File: src/rtl/spi_pkg.sv
// spi_pkg: shared widths, fifo word layout and drain FSM states for the SPI slave receive path
package spi_pkg;
    localparam int DATA_W_DEF = 8;
    localparam int LAST_BIT = DATA_W_DEF;
    typedef enum logic {IDLE, FETCH} drain_st_e;
endpackage

File: src/rtl/spi_sync.sv
// spi_sync: multi-flop synchroniser for one asynchronous pin with edge strobes on the synced value
module spi_sync #(
    parameter int STAGES = 2,
    parameter logic RST_VAL = 1'b0
) (
    input  logic clk,
    input  logic rst_n,
    input  logic d,
    output logic q,
    output logic rise,
    output logic fall
);
    logic [STAGES-1:0] sync_q, sync_d;
    logic prev_q, prev_d;

    // shift the pin through the chain and remember the last synced sample for edge detection
    always_comb begin
        sync_d = {sync_q[STAGES-2:0], d};
        prev_d = sync_q[STAGES-1];
    end

    // reset fills the chain with the idle level so no false edge appears at release
    always_ff @(posedge clk or negedge rst_n) begin
        if (!rst_n) begin
            sync_q <= {STAGES{RST_VAL}};
            prev_q <= RST_VAL;
        end else begin
            sync_q <= sync_d;
            prev_q <= prev_d;
        end
    end

    assign q = sync_q[STAGES-1];
    assign rise = q & ~prev_q;
    assign fall = ~q & prev_q;
endmodule

File: src/rtl/spi_rx_ctrl.sv
// spi_rx_ctrl: deserialises SPI MOSI into bytes, stages them into the rx FIFO with a frame-end flag and drains the FIFO onto AXI-Stream
module spi_rx_ctrl
    import spi_pkg::*;
#(
    parameter int SYNC_STAGES = 2,
    parameter int DATA_W = DATA_W_DEF
) (
    input  logic              axi_aclk,
    input  logic              axi_aresetn,
    input  logic              spi_clk,
    input  logic              spi_mosi,
    input  logic              spi_cs,
    output logic              fifo_wr_en,
    output logic [DATA_W:0]   fifo_wdata,
    input  logic              fifo_full,
    output logic              fifo_rd_en,
    input  logic [DATA_W:0]   fifo_rdata,
    input  logic              fifo_empty,
    output logic              m_axis_tvalid,
    input  logic              m_axis_tready,
    output logic [DATA_W-1:0] m_axis_tdata,
    output logic              m_axis_tlast,
    input  logic              err_clr,
    output logic              overflow_err,
    output logic              frame_err
);
    localparam int CW = $clog2(DATA_W);
    localparam int LAST = LAST_BIT + DATA_W - DATA_W_DEF;
    localparam logic [CW-1:0] LAST_IDX = CW'(DATA_W - 1);

    logic sclk_s, sclk_rise, sclk_fall;
    logic mosi_s, mosi_rise, mosi_fall;
    logic cs_s, cs_rise, cs_fall;
    logic unused_sync;

    spi_sync #(.STAGES(SYNC_STAGES), .RST_VAL(1'b0)) u_sclk (
        .clk(axi_aclk), .rst_n(axi_aresetn), .d(spi_clk),
        .q(sclk_s), .rise(sclk_rise), .fall(sclk_fall)
    );
    spi_sync #(.STAGES(SYNC_STAGES), .RST_VAL(1'b0)) u_mosi (
        .clk(axi_aclk), .rst_n(axi_aresetn), .d(spi_mosi),
        .q(mosi_s), .rise(mosi_rise), .fall(mosi_fall)
    );
    spi_sync #(.STAGES(SYNC_STAGES), .RST_VAL(1'b1)) u_cs (
        .clk(axi_aclk), .rst_n(axi_aresetn), .d(spi_cs),
        .q(cs_s), .rise(cs_rise), .fall(cs_fall)
    );

    assign unused_sync = ^{sclk_s, sclk_fall, mosi_rise, mosi_fall};

    logic [CW-1:0]     bit_cnt_q, bit_cnt_d, bit_base;
    logic [DATA_W-2:0] shreg_q, shreg_d;
    logic [DATA_W-1:0] stg_q, stg_d, word_new;
    logic              stg_vld_q, stg_vld_d;
    logic              active_q, active_d;
    logic              armed_q, armed_d;
    logic              wr_en_q, wr_en_d;
    logic [DATA_W:0]   wdata_q, wdata_d, wr_word;
    logic              ovf_q, ovf_d, ferr_q, ferr_d;
    logic              frame_end, sclk_edge, wr_req, ferr_set;
    drain_st_e         state_q, state_d;
    logic              tvalid_q, tvalid_d, tlast_q, tlast_d, rd_req;
    logic [DATA_W-1:0] tdata_q, tdata_d;

    // deserialise bits, hold the newest word until its frame position is known, and emit FIFO writes
    always_comb begin
        active_d = active_q;
        armed_d = armed_q;
        bit_cnt_d = bit_cnt_q;
        shreg_d = shreg_q;
        stg_d = stg_q;
        stg_vld_d = stg_vld_q;
        wr_req = 1'b0;
        wr_word = '0;
        ferr_set = 1'b0;
        frame_end = cs_rise & active_q;
        sclk_edge = sclk_rise & ~cs_s & (active_q | cs_fall);
        bit_base = cs_fall ? '0 : bit_cnt_q;
        word_new = {shreg_q, mosi_s};
        if (cs_fall) begin
            active_d = 1'b1;
            armed_d = 1'b1;
            bit_cnt_d = '0;
        end
        if (sclk_edge) begin
            shreg_d = word_new[DATA_W-2:0];
            bit_cnt_d = (bit_base == LAST_IDX) ? '0 : bit_base + 1'b1;
            if (bit_base == LAST_IDX) begin
                stg_d = word_new;
                stg_vld_d = 1'b1;
                wr_req = stg_vld_q;
                wr_word = {1'b0, stg_q};
            end
        end
        if (frame_end) begin
            active_d = 1'b0;
            bit_cnt_d = '0;
            stg_vld_d = 1'b0;
            ferr_set = (bit_cnt_q != '0);
            wr_req = stg_vld_q;
            wr_word = {1'b1, stg_q};
        end
        wr_en_d = wr_req & ~fifo_full;
        wdata_d = wr_req ? wr_word : wdata_q;
        ovf_d = (wr_req & fifo_full) | (ovf_q & ~err_clr);
        ferr_d = ferr_set | (ferr_q & ~err_clr);
    end

    // receive-side state and sticky error flags
    always_ff @(posedge axi_aclk or negedge axi_aresetn) begin
        if (!axi_aresetn) begin
            active_q <= 1'b0;
            armed_q <= 1'b0;
            bit_cnt_q <= '0;
            shreg_q <= '0;
            stg_q <= '0;
            stg_vld_q <= 1'b0;
            wr_en_q <= 1'b0;
            wdata_q <= '0;
            ovf_q <= 1'b0;
            ferr_q <= 1'b0;
        end else begin
            active_q <= active_d;
            armed_q <= armed_d;
            bit_cnt_q <= bit_cnt_d;
            shreg_q <= shreg_d;
            stg_q <= stg_d;
            stg_vld_q <= stg_vld_d;
            wr_en_q <= wr_en_d;
            wdata_q <= wdata_d;
            ovf_q <= ovf_d;
            ferr_q <= ferr_d;
        end
    end

    // issue one FIFO read when the output register will be free, load the returned word a cycle later
    always_comb begin
        rd_req = (state_q == IDLE) & armed_q & ~fifo_empty & (~tvalid_q | m_axis_tready);
        state_d = rd_req ? FETCH : IDLE;
        tvalid_d = (state_q == FETCH) | (tvalid_q & ~m_axis_tready);
        tdata_d = (state_q == FETCH) ? fifo_rdata[DATA_W-1:0] : tdata_q;
        tlast_d = (state_q == FETCH) ? fifo_rdata[LAST] : tlast_q;
    end

    // drain FSM and registered stream outputs
    always_ff @(posedge axi_aclk or negedge axi_aresetn) begin
        if (!axi_aresetn) begin
            state_q <= IDLE;
            tvalid_q <= 1'b0;
            tdata_q <= '0;
            tlast_q <= 1'b0;
        end else begin
            state_q <= state_d;
            tvalid_q <= tvalid_d;
            tdata_q <= tdata_d;
            tlast_q <= tlast_d;
        end
    end

    assign fifo_wr_en = wr_en_q;
    assign fifo_wdata = wdata_q;
    assign fifo_rd_en = rd_req;
    assign m_axis_tvalid = tvalid_q;
    assign m_axis_tdata = tdata_q;
    assign m_axis_tlast = tlast_q;
    assign overflow_err = ovf_q;
    assign frame_err = ferr_q;
endmodule

File: config.mk
export PLATFORM = sky130hd
export DESIGN_NAME = spi_rx_ctrl
export DESIGN_NICKNAME = d
export VERILOG_FILES = /design/src/rtl/spi_pkg.sv /design/src/rtl/spi_sync.sv /design/src/rtl/spi_rx_ctrl.sv
export SDC_FILE = /design/constraint.sdc
export NUM_CORES = 1
export LEC_CHECK = 0
export BUFFER_PORTS_ARGS = -buffer_cell sky130_fd_sc_hd__buf_2
export CAP_MARGIN = 10
export CORE_UTILIZATION = 56
export CTS_BUF_LIST = sky130_fd_sc_hd__clkbuf_2 sky130_fd_sc_hd__clkbuf_4 sky130_fd_sc_hd__clkbuf_8
export DETAILED_ROUTE_END_ITERATION = 7
export PLACE_DENSITY = 0.86
export REMOVE_ABC_BUFFERS = 1
export SYNTH_ARGS = -nofsm -noshare
export SYNTH_HDL_FRONTEND = slang
export SYNTH_SLANG_ARGS = --single-unit
File: constraint.sdc
create_clock -name axi_aclk -period 2.8 [get_ports axi_aclk]
set_input_delay 0.28 -clock axi_aclk [delete_from_list [all_inputs] [get_ports axi_aclk]]
set_output_delay 0.28 -clock axi_aclk [all_outputs]
set_load 0.02 [all_outputs]
# After elaboration in Yosys (flattened, before gate mapping)
# Index checks and enable logic that the tools add are counted.
# classes
addsub,1
eq_ne,1
n_mux,17
bitwise,28
n_reduce_logical,6
# op_table
cell,count
8-bit 2-to-1 mux,2
1-bit AND,14
3-bit 2-to-1 mux,4
1-bit 2-to-1 mux,10
9-bit 2-to-1 mux,1
1-bit inverter,9
2-bit nonzero test,3
1-bit bitwise OR,5
2-bit AND reduction,2
3-bit by 1-bit adder with 3-bit output (second input constant),1
3-bit equality test (second input constant),1
3-bit nonzero test,1
# totals
regBits,52
inputBits,18
wordCells,72

# Longest topological paths before layout
# Gate-level depths: netlist of the first run.
# depth
depth_word,9
ltp_mapped,9
ltp_nobuf,7

# Hierarchy
# Synthesis of the first run repeated with hierarchy kept, for this count alone.
# hier_totals
cells_unflattened,132
hier_area_um2,2048.2
# modules_own_cells
mod,n_inst,cells_per_inst,area_per_inst_um2,seq_area_each_um2
spi_rx_ctrl,1,117,1774.2,1101.1
spi_sync at u_mosi ...,2,5,90.1,75.1
spi_sync at u_cs,1,5,93.8,78.8

# Worst setup path before layout of the first run
# No wires, ideal clock.
# synth_path
path_kind,register to register
startpoint,register u_cs.sync_q[1]
endpoint,"register wdata_q[0], in the netlist fifo_wdata[0]"
arrival_time_ns,2.136
t_required_ns,2.675
setup_slack_ns,0.539
path_stages_with_launch,10
cell_sequence,dfstp_2 buf_6 nand2b_1 and2_1 ha_1 ha_1 nand4bb_4 a211oi_2 buf_6 mux2_4
# synth_between
elab_chain_cells,7
elab_cells_between_ends,15
classes_between,eq/ne (1); mux (7); bitwise (7)
# synth_lines
item,line_no,text
"start, declared",spi_sync.sv:13,"logic [STAGES-1:0] sync_q, sync_d;"
"start signal, assigned",spi_sync.sv:25,sync_q <= {STAGES{RST_VAL}};
"start signal, assigned",spi_sync.sv:28,sync_q <= sync_d;
1-bit inverter,"spi_sync.sv:35, spi_rx_ctrl.sv:77",
1-bit AND,spi_sync.sv:35,assign fall = ~q & prev_q;
3-bit 2-to-1 mux,--,
3-bit equality test,spi_rx_ctrl.sv:88,if (bit_base == LAST_IDX) begin
8-bit 2-to-1 mux or 1-bit 2-to-1 mux (tied branches),spi_rx_ctrl.sv:88,
8-bit 2-to-1 mux or 1-bit 2-to-1 mux (tied branches),spi_rx_ctrl.sv:85,if (sclk_edge) begin
9-bit 2-to-1 mux or 1-bit 2-to-1 mux (tied branches),spi_rx_ctrl.sv:95,if (frame_end) begin
"end signal, assigned",spi_rx_ctrl.sv:130,wdata_q <= wdata_d;
"end, declared",spi_rx_ctrl.sv:58,"logic [DATA_W:0] wdata_q, wdata_d, wr_word;"
# Several ways; a longest one is shown, not always the timed one.
# A chain may end at the register's enable or synchronous reset.

# Worst setup path after layout of the first run
# layout_path
startpoint,register u_cs.sync_q[1]
endpoint,"register wdata_q[4], in the netlist fifo_wdata[4]"
# The elaborated chain is that of the path after synthesis.

==> Flow_metrics.wiki, run 1 <==
{| class="wikitable"
! Metric !! Value
|-
| Count of boundary I/O pins || ~40
|-
| Most numerous cell on the critical path || sky130_fd_sc_hd__ha_1
|-
| Worst R2R Start || u_cs.sync_q[1]
|-
| Setup repair after global routing missed its margin || no
|-
| Crit path max fanout || 11
|-
| Minimum setup slack after placement || 313.9 ps
|-
| Synthesized flop and latch total || 52
|-
| Max Cap Viol || 0
|-
| Average routed wire per standard cell || 14.77 microns
|-
| Top cells by area in the synthesized netlist || sky130_fd_sc_hd__dfrtp_1 (60%), sky130_fd_sc_hd__mux2_2 (14%), sky130_fd_sc_hd__mux2_4 (5.2%), sky130_fd_sc_hd__dfstp_2 (3.9%), sky130_fd_sc_hd__nand4bb_4 (1.4%)
|-
| Top delay family on crit path || flip-flops
|-
| Required time at the endpoint of the critical path || 3070 ps
|-
| Int Pwr || 1.140 mW
|-
| Total setup buffers inserted after CTS || 0
|-
| Comb power frac || 0.149
|-
| Leakage || ~1.2 nW
|-
| Sequence of cells on the critical path || nand2b_1 -> and2_1 -> ha_1 -> ha_1 -> nand4bb_4 -> a211oi_2 -> buf_4 -> mux2_2
|-
| Share of post-route cells with drive strength above 1 || 0.5084
|-
| Length of the first detailed-routing pass in iterations || 2
|-
| Power per Cell Area || 640.4 nW/um^2
|-
| Hold violation total from the final report || 0
|-
| Number of instances on the worst hold path || 2
|-
| Maximum number of pins on one net before global-route repair || 53
|-
| Sink Count || between 50 and 60
|-
| First-pass GRT wire length || approximately 5.7 mm
|-
| Critical path type || reg -> reg
|-
| Final count of pins violating max slew || 0
|-
| TritonCTS buffer count || 5
|-
| Fmax || 0.3989 GHz
|-
| Width of the die || 62.16 microns
|-
| Y dimension of the die || 62.16 microns
|-
| End point of the critical path || fifo_wdata[4]
|-
| Yosys top cell area share || 0.6049
|-
| Reg2reg end || fifo_wdata[4]
|-
| Detailed Route Iter0 Violations || 38
|-
| Clock latency on the worst-skew pair || around 380 ps
|-
| Total global routing track utilization || 0.1980
|-
| Nets@finish || slightly below 200
|-
| Worst Path Arrival || 2770 ps
|-
| Max IR drop VDD || 378.3 uV
|-
| Critical path's slowest cell || sky130_fd_sc_hd__dfstp_2
|-
| Buffer cell driving the clock tree root || sky130_fd_sc_hd__clkbuf_4
|-
| Ant diodes || 0
|-
| Kind of launch point of the worst setup path || flip-flop
|-
| Type of the most critical hold path || in -> reg
|-
| Setup TNS || 0 ps
|-
| Worst r2r path cells || 8
|-
| Buffers from clock root to sink, at most || 2
|-
| Library cells used by synthesis || 29
|-
| Initial Util || 0.5980
|-
| Vias in the first global route || 1222
|-
| Avg Inst Size Synth || roughly 16 sq um
|-
| Hold wc startpoint || fifo_full
|-
| Worst setup startpoint || u_cs.sync_q[1]
|-
| Routability congestion estimate || between 0.8 and 0.9
|-
| Sequential-to-total area share from yosys stat || 0.6438
|-
| Netlist area before placement || 2027 sq um
|-
| DRC violation count after routing || 0
|-
| Level count of the clock H-tree || 2
|-
| Initial antenna violation count || 0
|-
| Pin slew with the least headroom to its limit || 631.2 ps
|-
| CP Capture Type || flip-flop
|-
| Final-layout fill cell count || 242
|-
| Count of input and output buffers || 40
|-
| Yosys warning count || 0
|-
| Largest area contributor in the synthesized netlist || sky130_fd_sc_hd__dfrtp_1
|-
| Crit path setup slack, layout || between 200 and 300 ps
|-
| Busiest layer in global routing || met2
|-
| Total power draw || 1.541 mW
|-
| Final setup vio count || 0
|-
| Routed via count || ~1200
|-
| Critical Path Max Stage Delay || 640 ps
|-
| Clk pin slew, worst setup/hold paths || 150 ps
|-
| Hold-fix buffer count after cts || 3
|-
| Sum of buffers and inverters on the critical path || 1
|-
| Post-Synthesis Cells || 128
|-
| Storage cell area || roughly 1300 sq um
|-
| Count of antenna-violating nets left after detailed routing || 0
|-
| Site Rows || 21
|-
| Resize count post-CTS || 0
|-
| Synth-to-Final Area Change || 18.70%
|-
| Switch Pwr || 0.4005 mW
|-
| Total wire length after detailed routing || ~3.3 mm
|-
| Number of stages on the worst setup path || 8
|-
| Min Tclk post-route || 2507 ps
|-
| GR met2 Demand/Resource || 0.3159
|-
| Proportion of total power due to net switching || 0.2599
|-
| Multi-input combinational cell area || 680.7 sq um
|-
| Floorplan Core Area || between 3000 and 4000 sq um
|-
| Share of total power in sequential cells || 0.583
|-
| Worst relative slew slack || 0.5769
|-
| CTS tree || built
|-
| Congestion Overflow GR || 0
|-
| R2R Setup Slk || 290 ps
|-
| Met3 global-route usage || 0.07169
|-
| Worst Clk Skew || 14.15 ps
|-
| Part of the total power dissipated in the clock network || 0.268
|-
| Status || finished clean
|-
| Die ar. || 3864 sq um
|-
| Routed vias/inst || between 5 and 6
|-
| Global-route met1 utilization || 0.2427
|-
| Share of the cycle needed by the critical path after routing || 0.8954
|}
area by class of cell:
type                       instances  share of cell area
inverter                           4            0.006240
multi-input combinational         69              0.2829
clock buffer                       5             0.01560
sequential                        52              0.5424
timing repair buffer              46              0.1113
tap                               46             0.02392
clock inverter                     3             0.01768
worst min-delay path by stage:
stage	endpoint
6_report	fifo_wr_en
5_1_grt	fifo_wr_en
4_1_cts	fifo_wr_en
3_5_place_dp	u_sclk.sync_q[1]
3_3_place_gp	u_sclk.sync_q[1]
2_1_floorplan	active_q
flip-flops by register name, indices dropped and copies added (netlist names), 2 cells and up:
signal and count:
u_mosi.sync_q 2, shreg_q 7, bit_cnt_q 3, m_axis_tdata 8, stg_q 8, u_cs.sync_q 2
u_sclk.sync_q 2, fifo_wdata 9
stage by stage:
| step | hold WS [ps] | instances | util | instance area (sq um) |
|---|---|---|---|---|
| after global placement | 334.8 | 212 | 0.6685 | 2266 |
| after floorplan | -15.59 | 125 | - | 2001 |
| after global routing | 19.91 | 225 | 0.7099 | 2406 |
| after detailed placement | 334.7 | 212 | 0.6685 | 2266 |
| final | 38.55 | 225 | 0.7099 | 2406 |
| after CTS | 23.66 | 223 | 0.7010 | 2376 |
cells by family (layout without fill, tap and decap cells):
group	after synthesis	count (layout)	synth area share
fa+ha+maj	2	2	0.01234
compound gates	16	16	0.06049
flops	52	52	0.6438
buf+inv	7	58	0.02037
mux	32	32	0.1907
simple gates	19	19	0.07223
power groups by stage:
| stage | logic (mW) | clock network [mW] | registers (mW) |
|---|---|---|---|
| after global placement | 0.218 | 0 | 0.907 |
| after global routing | 0.250 | 0.460 | 0.911 |
| after detailed placement | 0.226 | 0 | 0.914 |
| after floorplan | 0.0979 | 0 | 0.948 |
| final | 0.230 | 0.413 | 0.898 |
| after CTS | 0.229 | 0.426 | 0.899 |
synthesized netlist by cell type:
master                      count
sky130_fd_sc_hd__a2111o_1       1
sky130_fd_sc_hd__a211oi_2       1
sky130_fd_sc_hd__a21o_1         2
sky130_fd_sc_hd__a21oi_1        5
sky130_fd_sc_hd__a22o_1         2
sky130_fd_sc_hd__and2_1         3
sky130_fd_sc_hd__and3b_1        1
sky130_fd_sc_hd__buf_6          2
sky130_fd_sc_hd__clkbuf_1       1
sky130_fd_sc_hd__dfrtp_1       49
sky130_fd_sc_hd__dfstp_2        3
sky130_fd_sc_hd__ha_1           2
sky130_fd_sc_hd__inv_1          4
sky130_fd_sc_hd__mux2_2        25
sky130_fd_sc_hd__mux2_4         7
sky130_fd_sc_hd__nand2_1        1
sky130_fd_sc_hd__nand2b_1       3
sky130_fd_sc_hd__nand2b_2       1
sky130_fd_sc_hd__nand3_1        2
sky130_fd_sc_hd__nand3_2        1
sky130_fd_sc_hd__nand4bb_4      1
sky130_fd_sc_hd__nor2_1         1
sky130_fd_sc_hd__nor2b_1        2
sky130_fd_sc_hd__nor3_2         1
sky130_fd_sc_hd__nor3b_1        1
sky130_fd_sc_hd__o21ai_0        1
sky130_fd_sc_hd__o21ba_2        1
sky130_fd_sc_hd__o311ai_0       3
sky130_fd_sc_hd__or3_1          1
worst reg2reg max path: stages (launching register included):
cell,delay [ps]
sky130_fd_sc_hd__dfstp_2,640
sky130_fd_sc_hd__nand2b_1,260
sky130_fd_sc_hd__and2_1,180
sky130_fd_sc_hd__ha_1,150
sky130_fd_sc_hd__ha_1,240
sky130_fd_sc_hd__nand4bb_4,140
sky130_fd_sc_hd__a211oi_2,200
sky130_fd_sc_hd__buf_4,240
sky130_fd_sc_hd__mux2_2,350
layout by cell type (no fill, tap or decap), drive strengths merged, types with 4 or more instances in the layout:
master / n
dfrtp: 49
buf: 42
mux2: 32
a21oi: 5
clkbuf: 5
inv: 4
dlygate4sd3: 4
nand2b: 4
per-layer routing:
layer / wire length [microns] / part of all wire
met4: 72 / 0.022
met3: 214 / 0.064
met1: 1458 / 0.44
met5: 0 / 0
met2: 1577 / 0.47
Note: power is estimated with default switching activity, not from simulation.
==> run 2, diff against run 1 <==
--- a/config.mk
+++ b/config.mk
@@ -6,12 +6,15 @@
 export NUM_CORES = 1
 export LEC_CHECK = 0
 export BUFFER_PORTS_ARGS = -buffer_cell sky130_fd_sc_hd__buf_2
-export CAP_MARGIN = 10
-export CORE_UTILIZATION = 56
+export CAP_MARGIN = 40
+export CELL_PAD_IN_SITES_DETAIL_PLACEMENT = 1
+export CELL_PAD_IN_SITES_GLOBAL_PLACEMENT = 1
+export CORE_UTILIZATION = 46
 export CTS_BUF_LIST = sky130_fd_sc_hd__clkbuf_2 sky130_fd_sc_hd__clkbuf_4 sky130_fd_sc_hd__clkbuf_8
 export DETAILED_ROUTE_END_ITERATION = 7
 export PLACE_DENSITY = 0.86
 export REMOVE_ABC_BUFFERS = 1
 export SYNTH_ARGS = -nofsm -noshare
 export SYNTH_HDL_FRONTEND = slang
+export SYNTH_HIERARCHICAL = 1
 export SYNTH_SLANG_ARGS = --single-unit
==> Flow_metrics.wiki, run 2 <==
{| class="wikitable"
! Metric !! Value
|-
| Synth-to-Final Area Change || 19.27% (was 18.70%)
|-
| Resize count post-CTS || 0 (unchanged)
|-
| Final instance count without filler cells || 227 (was 225)
|-
| DP Area || 2277 sq um (was 2266 sq um)
|-
| Count of input and output buffers || 40 (unchanged)
|-
| Final setup vio count || 0 (unchanged)
|-
| Worst r2r path cells || 7 (was 8)
|-
| Detailed-route wire length on metal 1 || 1.516 mm (was 1.458 mm)
|-
| Hold wc startpoint || spi_cs (was fifo_full)
|-
| Status || finished clean (unchanged)
|-
| Initial Util || 0.4893 (was 0.5980)
|-
| Hold violation total from the final report || 0 (unchanged)
|-
| Vias in the first global route || 1348 (was 1222)
|-
| DRC violation count after routing || 0 (unchanged)
|-
| CP Capture Type || flip-flop (unchanged)
|-
| Leakage || 1.212 nW (was 1.196 nW)
|-
| Routability congestion estimate || 0.7926 (was 0.8206)
|-
| Detailed Route Iter0 Violations || 28 (was 38)
|-
| Critical path type || reg -> reg (unchanged)
|-
| Total power draw || 1.605 mW (was 1.541 mW)
|-
| Die ar. || 4614 sq um (was 3864 sq um)
|-
| Share of post-route cells with drive strength above 1 || 0.5311 (was 0.5084)
|-
| Initial antenna violation count || 0 (unchanged)
|-
| Required time at the endpoint of the critical path || 2980 ps (was 3070 ps)
|-
| Pin slew with the least headroom to its limit || 462.2 ps (was 631.2 ps)
|-
| Critical path's slowest cell || sky130_fd_sc_hd__dfstp_2 (unchanged)
|-
| Sink Count || 52 (unchanged)
|-
| Met3 routed WL || 161 microns (was 214 microns)
|-
| Most numerous cell on the critical path || sky130_fd_sc_hd__ha_1 (unchanged)
|-
| Max FFs per register || 9 (unchanged)
|-
| Total global routing track utilization || 0.2029 (was 0.1980)
|-
| Worst relative slew slack || 0.6919 (was 0.5769)
|-
| Buffers from clock root to sink, at most || 2 (unchanged)
|-
| Site Rows || 23 (was 21)
|-
| Fmax || 0.3956 GHz (was 0.3989 GHz)
|-
| Most used cells in the layout excluding fill and tap cells || sky130_fd_sc_hd__dfrtp_1 (49), sky130_fd_sc_hd__buf_2 (40), sky130_fd_sc_hd__mux2_2 (32), sky130_fd_sc_hd__nor2b_1 (7), sky130_fd_sc_hd__clkbuf_8 (6) (was sky130_fd_sc_hd__dfrtp_1 (49), sky130_fd_sc_hd__buf_2 (40), sky130_fd_sc_hd__mux2_2 (25), sky130_fd_sc_hd__mux2_4 (7))
|-
| Congestion Overflow GR || 0 (unchanged)
|-
| Ant diodes || 0 (unchanged)
|-
| Share of the cycle needed by the critical path after routing || 0.9028 (was 0.8954)
|-
| Post-Synthesis Cells || 128 (unchanged)
|-
| Yosys warning count || 6 (was 0)
|-
| Total setup buffers inserted after CTS || 0 (unchanged)
|-
| Crit path max fanout || 10 (was 11)
|-
| Nets@finish || 196 (was 198)
|-
| Routed via count || 1179 (was 1194)
|-
| Floorplan Core Area || 4086 sq um (was 3390 sq um)
|-
| Power per Cell Area || 673.2 nW/um^2 (was 640.4 nW/um^2)
|-
| Netlist area before placement || 1999 sq um (was 2027 sq um)
|-
| Y dimension of the die || 67.93 microns (was 62.16 microns)
|-
| Core utilization of the finished layout || 0.5836 (was 0.7099)
|-
| Critical Path Max Stage Delay || 570 ps (was 640 ps)
|-
| Routed vias/inst || 5.194 (was 5.307)
|-
| CTS tree || built (unchanged)
|-
| Most common cell after layout, fill and taps aside || sky130_fd_sc_hd__dfrtp_1 (unchanged)
|-
| Count of antenna-violating nets left after detailed routing || 0 (unchanged)
|-
| Reg2reg end || fifo_wdata[6] (was fifo_wdata[4])
|-
| Sum of buffers and inverters on the critical path || 0 (was 1)
|-
| Top delay family on crit path || simple AND/OR/NAND/NOR gates (was flip-flops)
|-
| TritonCTS buffer count || 5 (unchanged)
|-
| Uppermost layer routed || met4 (unchanged)
|-
| Max IR drop VDD || 298.1 uV (was 378.3 uV)
|-
| Width of the die || 67.93 microns (was 62.16 microns)
|-
| Worst Clk Skew || 7.447 ps (was 14.15 ps)
|-
| Count of boundary I/O pins || 41 (unchanged)
|-
| Clock latency on the worst-skew pair || 300 ps (was 380 ps)
|-
| Kind of launch point of the worst setup path || flip-flop (unchanged)
|-
| Type of the most critical hold path || in -> reg (unchanged)
|-
| Worst Path Arrival || 2710 ps (was 2770 ps)
|-
| Average routed wire per standard cell || 16.77 microns (was 14.77 microns)
|-
| Setup repair after global routing missed its margin || no (unchanged)
|-
| Met2 layer wire length in the routed design || 2.058 mm (was 1.577 mm)
|-
| Final count of pins violating max slew || 0 (unchanged)
|-
| Level count of the clock H-tree || 2 (unchanged)
|-
| First-pass GRT wire length || 6.568 mm (was 5.706 mm)
|-
| Sequence of cells on the critical path || and2b_2 -> nor2b_1 -> ha_1 -> ha_1 -> nand3b_4 -> a21oi_4 -> mux2_2 (was nand2b_1 -> and2_1 -> ha_1 -> ha_1 -> nand4bb_4 -> a211oi_2 -> buf_4 -> mux2_2)
|-
| Maximum number of pins on one net before global-route repair || 34 (was 53)
|-
| Total wire length after detailed routing || 3.807 mm (was 3.323 mm)
|-
| Clk pin slew, worst setup/hold paths || 80 ps (was 150 ps)
|-
| Finished layout cell area || 2385 sq um (was 2406 sq um)
|-
| Min Tclk post-route || 2528 ps (was 2507 ps)
|-
| Half-perimeter wire length after placement || 2.981 mm
|-
| Max Cap Viol || 0 (unchanged)
|-
| Hold-fix buffer count after cts || 1 (was 3)
|-
| Worst R2R Start || u_cs/sync_q[1] (was u_cs.sync_q[1])
|-
| R2R Setup Slk || 270 ps (was 290 ps)
|-
| Length of the first detailed-routing pass in iterations || 3 (was 2)
|-
| Number of instances on the worst hold path || 1 (was 2)
|-
| Count of placed standard cells including taps || 218 (was 212)
|-
| Worst-case hold path end point || u_cs/sync_q[0] (was fifo_wr_en)
|-
| Avg Inst Size Synth || 15.62 sq um (was 15.84 sq um)
|-
| Buffer cell driving the clock tree root || sky130_fd_sc_hd__clkbuf_8 (was sky130_fd_sc_hd__clkbuf_4)
|-
| Setup TNS || 0 ps (unchanged)
|}
-- run 2: stage by stage --
stage	hold slack, ps	setup WS, ps
global placement	333.8	447.5
global route	60.90	168.0
detailed placement	264.7	296.6
finish	77.21	272.3
floorplan	-15.59	582.2
CTS	67.44	276.0
-- run 2: how the worst max path moves through the flow --
stage	startpoint	slack (ps)	depth (start not counted)	to
finish	u_cs/sync_q[1]	270	7	fifo_wdata[6]
global route	u_cs/sync_q[1]	170	7	fifo_wdata[4]
CTS	u_cs/sync_q[1]	280	7	fifo_wdata[6]
detailed placement	u_cs/sync_q[1]	300	7	fifo_wdata[7]
global placement	u_cs/sync_q[1]	450	7	fifo_wdata[6]
floorplan	u_cs/sync_q[1]	580	7	fifo_wdata[0]
-- run 2: report_power, final --
part / total (mW) / internal [mW] / switching [mW]
Combinational: 0.252 / 0.117 / 0.135
Clock: 0.441 / 0.221 / 0.219
Sequential: 0.913 / 0.844 / 0.0686
-- run 2: layer usage --
layer	up-vias	global-route usage
met5	-	0
met4	0	0.07031
met3	9	0.05667
met2	26	0.3713
met1	604	0.2222
li1	540	-
-- run 2: layout make-up --
type / count / area [sq um]
fillers: 420 / 1702
flip-flops and latches: 52 / 1305
multi-input cells: 72 / 678.2
repair buffers: 42 / 230.2
clock buffers: 8 / 97.59
well taps: 50 / 62.56
inverters: 3 / 11.26
-- run 2: worst register-to-register path, delay by kind of cell (launching register included) --
kind	cells	cell delay, ps
DFF	1	570
adders and majority gates	2	390
muxes	1	390
and+or+nand+nor	3	680
AOI/OAI and AO/OA	1	380
